$ cat src/rtl/branch_resolve_unit.sv
// In-order queue of fetch predictions, resolved against EX outcomes to drive predictor updates and redirects.
// Optional BRU_PERF_COUNTER_EN adds saturating update/mispredict counters.
module branch_resolve_unit #(
    parameter int QUEUE_DEPTH = 8,
    parameter int ADDR_WIDTH  = 32
) (
    input  logic                           clk,
    input  logic                           rst,
    input  logic                           flush_i,
    input  logic                           pred_valid_i,
    output logic                           pred_ready_o,
    input  logic [ADDR_WIDTH-1:0]          pred_pc_i,
    input  logic                           pred_taken_i,
    input  logic [ADDR_WIDTH-1:0]          pred_target_i,
    input  logic                           resolve_valid_i,
    input  logic                           resolve_taken_i,
    input  logic [ADDR_WIDTH-1:0]          resolve_target_i,
    output logic                           branch_valid_o,
    output logic                           branch_taken_o,
    output logic [ADDR_WIDTH-1:0]          branch_pc_o,
    output logic [ADDR_WIDTH-1:0]          branch_target_address_o,
    output logic                           mispredict_o,
    output logic [ADDR_WIDTH-1:0]          redirect_pc_o,
    output logic                           orphan_o,
`ifdef BRU_PERF_COUNTER_EN
    output logic [31:0]                    perf_branch_cnt_o,
    output logic [31:0]                    perf_mispredict_cnt_o,
`endif
    output logic [$clog2(QUEUE_DEPTH):0]   count_o
);
    localparam int PTR_W = $clog2(QUEUE_DEPTH);
    localparam int CNT_W = PTR_W + 1;

    typedef enum logic {RUN, RECOVER} state_t;

    state_t                 state_reg;
    logic [PTR_W-1:0]       head_reg, tail_reg;
    logic [CNT_W-1:0]       count_reg;
    logic [ADDR_WIDTH-1:0]  pc_mem  [QUEUE_DEPTH];
    logic [ADDR_WIDTH-1:0]  tgt_mem [QUEUE_DEPTH];
    logic [QUEUE_DEPTH-1:0] taken_mem;

    logic                   push, pop, push_ok, wrong;
    logic [ADDR_WIDTH-1:0]  head_pc, head_tgt, next_pc;
    logic                   head_taken;

    assign pred_ready_o = (state_reg == RUN) && (count_reg < CNT_W'(QUEUE_DEPTH));
    assign count_o      = count_reg;

    assign head_pc    = pc_mem[head_reg];
    assign head_tgt   = tgt_mem[head_reg];
    assign head_taken = taken_mem[head_reg];

    assign push  = pred_valid_i && pred_ready_o;
    // RECOVER always has an empty queue, so its resolves fall through to orphan
    assign pop   = resolve_valid_i && (count_reg != '0) && (state_reg == RUN);
    assign wrong = (head_taken != resolve_taken_i) ||
                   (head_taken && resolve_taken_i && (head_tgt != resolve_target_i));
    assign next_pc = resolve_taken_i ? resolve_target_i : head_pc + ADDR_WIDTH'(4);
    // A mispredicting pop discards the whole wrong path, including this cycle's push
    assign push_ok = rst && !flush_i && push && !(pop && wrong);

    always_ff @(posedge clk) begin
        if (push_ok) begin
            pc_mem[tail_reg]    <= pred_pc_i;
            tgt_mem[tail_reg]   <= pred_target_i;
            taken_mem[tail_reg] <= pred_taken_i;
        end
    end

    always_ff @(posedge clk) begin
        if (!rst) begin
            state_reg               <= RUN;
            head_reg                <= '0;
            tail_reg                <= '0;
            count_reg               <= '0;
            branch_valid_o          <= 1'b0;
            branch_taken_o          <= 1'b0;
            branch_pc_o             <= '0;
            branch_target_address_o <= '0;
            mispredict_o            <= 1'b0;
            redirect_pc_o           <= '0;
            orphan_o                <= 1'b0;
        end else begin
            branch_valid_o <= 1'b0;
            mispredict_o   <= 1'b0;
            orphan_o       <= 1'b0;
            if (flush_i) begin
                state_reg <= RUN;
                head_reg  <= '0;
                tail_reg  <= '0;
                count_reg <= '0;
            end else begin
                orphan_o  <= resolve_valid_i && !pop;
                state_reg <= RUN;
                if (pop) begin
                    branch_valid_o          <= 1'b1;
                    branch_taken_o          <= resolve_taken_i;
                    branch_pc_o             <= head_pc;
                    branch_target_address_o <= next_pc;
                end
                if (pop && wrong) begin
                    mispredict_o  <= 1'b1;
                    redirect_pc_o <= next_pc;
                    state_reg     <= RECOVER;
                    head_reg      <= '0;
                    tail_reg      <= '0;
                    count_reg     <= '0;
                end else begin
                    if (pop)
                        head_reg <= head_reg + 1'b1;
                    if (push_ok)
                        tail_reg <= tail_reg + 1'b1;
                    if (push_ok && !pop)
                        count_reg <= count_reg + 1'b1;
                    else if (!push_ok && pop)
                        count_reg <= count_reg - 1'b1;
                end
            end
        end
    end

`ifdef BRU_PERF_COUNTER_EN
    always_ff @(posedge clk) begin
        if (!rst) begin
            perf_branch_cnt_o     <= '0;
            perf_mispredict_cnt_o <= '0;
        end else begin
            if (branch_valid_o && (perf_branch_cnt_o != 32'hFFFF_FFFF))
                perf_branch_cnt_o <= perf_branch_cnt_o + 32'd1;
            if (mispredict_o && (perf_mispredict_cnt_o != 32'hFFFF_FFFF))
                perf_mispredict_cnt_o <= perf_mispredict_cnt_o + 32'd1;
        end
    end
`endif

endmodule

$ cat config.mk
export PLATFORM = sky130hd
export DESIGN_NAME = branch_resolve_unit
export DESIGN_NICKNAME = d
export VERILOG_FILES = /design/src/rtl/branch_resolve_unit.sv
export SDC_FILE = /design/constraint.sdc
export NUM_CORES = 1
export LEC_CHECK = 0
export BUFFER_PORTS_ARGS = -buffer_cell sky130_fd_sc_hd__buf_2
export CELL_PAD_IN_SITES_DETAIL_PLACEMENT = 1
export CELL_PAD_IN_SITES_GLOBAL_PLACEMENT = 2
export CORE_UTILIZATION = 40
export DETAILED_ROUTE_END_ITERATION = 8
export PLACE_DENSITY = 0.84
export REMOVE_ABC_BUFFERS = 1
export SYNTH_ARGS = -nofsm -noshare
export SYNTH_HDL_FRONTEND = slang
export SYNTH_SLANG_ARGS = --single-unit
$ cat constraint.sdc
create_clock -name clk -period 8.8 [get_ports clk]
set_clock_uncertainty 0.05 [all_clocks]
set_input_delay 0.88 -clock clk [delete_from_list [all_inputs] [get_ports clk]]
set_output_delay 0.88 -clock clk [all_outputs]
set_load 0.01 [all_outputs]
# --- Word-level counts from Yosys, hierarchy flattened ---
# Memory sizes are Yosys's and may differ from the RTL's. A register that Yosys moved wholly into a read port is not among the register bits.
# Cells that the tools add are included.
op_classes:
  mux: 16
  n_bitwise: 3
  order_cmp: 4
  eq_ne: 2
  n_reduce_logical: 25
  add_sub_neg: 5
ops:
  columns: ["cell", "n"]
  rows:
  - ["$add A32 B3 Y32 const B", 1]
  - ["$mux W32", 1]
  - ["$ne A32 B32 Y1", 1]
  - ["$logic_and A1 B1 Y1", 14]
  - ["$mux W3", 4]
  - ["$bwmux W8", 1]
  - ["$lt A3 B4 Y1 const B", 2]
  - ["$mux W4", 2]
  - ["$add A3 B1 Y3 const B", 2]
  - ["$mux W1", 6]
  - ["$add A4 B1 Y4 const B", 1]
  - ["$logic_not A1 Y1", 4]
  - ["$lt A4 B4 Y1 const B", 1]
  - ["$reduce_and A2 Y1", 2]
  - ["$reduce_bool A4 Y1", 1]
  - ["$sub A4 B1 Y4 const B", 1]
  - ["$bmux W1 S3", 1]
  - ["$demux W1 S3", 1]
  - ["$ge A3 B1 Y1 const B", 1]
  - ["$not A1 Y1", 3]
  - ["$reduce_or A3 Y1", 1]
  - ["$reduce_bool A2 Y1", 1]
  - ["$reduce_or A2 Y1", 1]
  - ["$logic_or A1 B1 Y1", 1]
  - ["$ne A1 B1 Y1", 1]
totals:
  reg_bits: 118
  n_memories: 2
  inputBits: 103
  ramBits: 512
  output_inout_bits: 105
  wordCells: 68
mem_list:
  columns: ["memory", "depth", "width", "rd", "rd_ports_with_merged_regs", "write_ports", "line", "source"]
  rows:
  - ["pc_mem", 8, 32, 1, 1, 1, "39", "logic [ADDR_WIDTH-1:0] pc_mem [QUEUE_DEPTH];"]
  - ["tgt_mem", 8, 32, 1, 1, 1, "40", "logic [ADDR_WIDTH-1:0] tgt_mem [QUEUE_DEPTH];"]

# --- Longest topological paths before layout ---
depth:
  ltp_word: 12
  mapped_depth: 14
  ltp_nobuf: 11

# --- Least setup slack after synthesis ---
# Ideal clock, no wire load.
synth_path:
  path_type: "reg2reg"
  from: "register with a tool-made name"
  to: "memory pc_mem[1][0], enable pin"
  stages_incl_launch_ff: 10
  arrival_ns: 8.476
  path_buffers: 2
  synth_period_minus_slack_ns: 9.175
  t_required_ns: 8.101
  path_slack_ns: -0.375
  setup_time_ns: 0.649
  path_cell_list: "dfxtp_1 buf_2 buf_1 mux4_2 mux2i_1 xnor2_1 nor4_2 and4_4 a311oi_4 nor4_1"
synth_rtl:
  columns: ["element", "line"]
  rows:
  - ["end: declaration", "39"]

==> results.sh <==
export IMPL_outcome="completed"
export IMPL_avgSynthCellArea_sq_um=17.3
export IMPL_routabilityCongestion=0.826
export IMPL_p_leak_nw=10.0
export IMPL_path_max_fanout=68
export IMPL_yosysMostFrequentCell="edfxtp_1"
export IMPL_dieArea_sq_um=64400
export IMPL_synth_edf_count=520
export IMPL_cts_made_buffers=67
export IMPL_grt_total_usage=0.221
export IMPL_fp_dieH_microns=254
export IMPL_cts_buffer_depth=3
export IMPL_power_w=0.00646
export IMPL_clk_latency_ns=0.63
export IMPL_synth_seq_area_share=0.705
export IMPL_cp_required_ns=8.98
export IMPL_die_w_microns=254
export IMPL_nNetsFinal=1807
export IMPL_floorplan_rows=91
export IMPL_cap_violations=0
export IMPL_cts_sinks=633
export IMPL_antenna_found_initial=14
export IMPL_yosys_area_top_type_share=0.616
export IMPL_power_density_nw_per_um2=219
export IMPL_io_pins=208
export IMPL_cts_setup_buffers=0
export IMPL_slew_headroom=0.229
export IMPL_largestRegisters="pc_mem: 256 flops, tgt_mem: 256 flops"
export IMPL_setup_viol=0
export IMPL_cts_htree_levels=3
export IMPL_crit_reg2reg_capture="tgt_mem[6][17]"
export IMPL_crit_family="simple AND/OR/NAND/NOR gates"
export IMPL_period_needed_ns=5.87
export IMPL_post_cts_resized=0
export IMPL_grt_pass1_vias=15400
export IMPL_overflow=0
export IMPL_slew_violations=0
export IMPL_yosys_area_top_type="edfxtp_1"
export IMPL_cp_depth=10
export IMPL_worstMarginPinSlew_ns=1.12
export IMPL_first_iter_violations=1355
export IMPL_synthTopCellsByCount="edfxtp_1, dfxtp_1, mux2i_1, mux4_2, nor2_1"
export IMPL_worstSetupPathType="reg2reg"
export IMPL_synth_area_top_cells="edfxtp_1, dfxtp_1, mux4_2, mux2i_1, mux2_2"
export IMPL_synthCells=1467
export IMPL_whs_path_depth=2
export IMPL_place_hpwl_mm=45.9
export IMPL_min_path_type="reg2reg"
export IMPL_num_vias=14700
export IMPL_fmax_ghz=0.170
export IMPL_synthFlopType="edfxtp_1"
export IMPL_ys_warn_count=0
export IMPL_drive_gt1_frac=0.292
export IMPL_end_kind="flop"
export IMPL_rsz0062_at_grt="no"
export IMPL_dr_pass1_iters=5
export IMPL_grt_max_degree=69
export IMPL_hold_ws_ns=0.406
export IMPL_worst_r2r_path_depth=10
export IMPL_async_flop_share=0
export IMPL_cts_tree="done"
export IMPL_grt_pass1_wl_mm=103
export IMPL_synth_ff_latch_count=633
export IMPL_antenna_left=0
export IMPL_port_buffers=207
export IMPL_ir_drop_mv=0.120
export IMPL_worst_path_largest_cell_delay_ns=0.95
export IMPL_r2r_slack_ns=2.93
export IMPL_cp_endpoint="tgt_mem[6][17]"
export IMPL_core_area_sq_um=62200
export IMPL_start_util=0.408
export IMPL_drc=0
export IMPL_worstSetupStartpointType="flop"
export IMPL_timing_final_crit_share=0.667
export IMPL_viasPerCell=5.69
export IMPL_area_delta_synth_final_pct=16.4
export IMPL_critical_path_slowest_cell="dfxtp_4"
export IMPL_netlist_cell_type_count=74
export IMPL_clkTransAtPathRegs_ns=0.06
export IMPL_root_buffer="clkbuf_16"
export IMPL_arrival_ns=6.05
export IMPL_drt_wl_total_mm=70.7
export IMPL_cp_buffers_inverters=2
export IMPL_cts_hold_buf=0
export IMPL_hold_violations=0
export IMPL_synth_area_sq_um=25400
export IMPL_wl_per_cell_microns=27.3
export IMPL_critical_path_cell_chain="buf_12 -> mux4_2 -> mux2i_1 -> xnor2_1 -> nor4_2 -> and4_4 -> a311oi_4 -> or3_1 -> nor2_4 -> buf_4"
==> per-layer routing <==
metal | up-vias | global-route usage | routed length, microns
li1 | 6362 | - | -
met2 | 562 | 0.354 | 33800
met3 | 95 | 0.0482 | 5390
met4 | 8 | 0.0683 | 1470
met1 | 7722 | 0.302 | 30000
met5 | - | 0 | 55
==> report_power, final <==
group | switching [W] | internal [W] | leakage [nW]
sequential | 0.0000249 | 0.00327 | 5.60
combinational | 0.000220 | 0.000119 | 3.36
clock | 0.00120 | 0.00162 | 1.07
==> worst reg2reg max path, delay by kind of cell (launching register included) <==
family,cells,cell delay [ns]
AOI/OAI and AO/OA,1,0.18
DFF,1,0.95
and+or+nand+nor,4,1.94
muxes,2,0.91
xor gates and xnor gates,1,0.13
buffers and inverters,2,1.28
==> final cells by class <==
type | count | area [sq um]
fill | 6072 | 32700
clock inverter | 31 | 322
clock buffer | 93 | 1890
timing repair buffer | 238 | 1280
tap | 837 | 1050
antenna | 4 | 10.0
multi-input combinational | 743 | 7020
sequential | 633 | 17900
inverter | 14 | 52.6
==> worst min-delay path by stage <==
stage,startpoint,to,slack [ns]
after floorplan,redirect_pc_o[31],redirect_pc_o[31],0.43
after global placement,redirect_pc_o[29],redirect_pc_o[29],0.39
after detailed placement,redirect_pc_o[0],redirect_pc_o[0],0.40
after CTS,redirect_pc_o[0],redirect_pc_o[0],0.41
after global routing,redirect_pc_o[0],redirect_pc_o[0],0.42
final,redirect_pc_o[27],redirect_pc_o[27],0.41
==> kinds of logic after synthesis <==
group,count (synthesis),share of synthesized area
AND/OR/NAND/NOR,254,0.0516
XOR/XNOR,42,0.0145
buffers and inverters,91,0.0210
adder cells (fa/ha/maj),7,0.00375
multiplexers,231,0.141
flip-flops,633,0.705
AO/OA/AOI/OAI,209,0.0633
==> cells in the final DEF (no fill, tap or decap), types with 12 or more instances in the layout <==
master	count
a21oi_1	29
o211a_1	17
mux2_2	27
nor3_1	22
xnor2_1	29
dfxtp_1	110
a211oi_1	38
clkbuf_16	70
or3_1	12
a22o_1	12
mux2i_1	106
o211ai_1	18
o21ai_0	30
buf_4	30
buf_2	207
nor2_1	64
xor2_1	13
mux4_2	98
nand2_1	66
edfxtp_1	520
inv_1	12
clkbuf_1	16
==> per-stage QoR <==
step / cells / TNS [ns] / cell area (sq um) / setup slack [ns] / util
after CTS: 2589 / 0 / 29500 / 2.88 / 0.475
after floorplan: 1390 / -1665.15 / 24900 / -4.84 / -
final: 2593 / 0 / 29500 / 2.93 / 0.475
after global placement: 2465 / 0 / 27300 / 3.00 / 0.439
after global routing: 2591 / 0 / 29500 / 2.59 / 0.475
after detailed placement: 2465 / 0 / 27300 / 2.89 / 0.439
No activity file was read; power rests on OpenSTA's default activity.
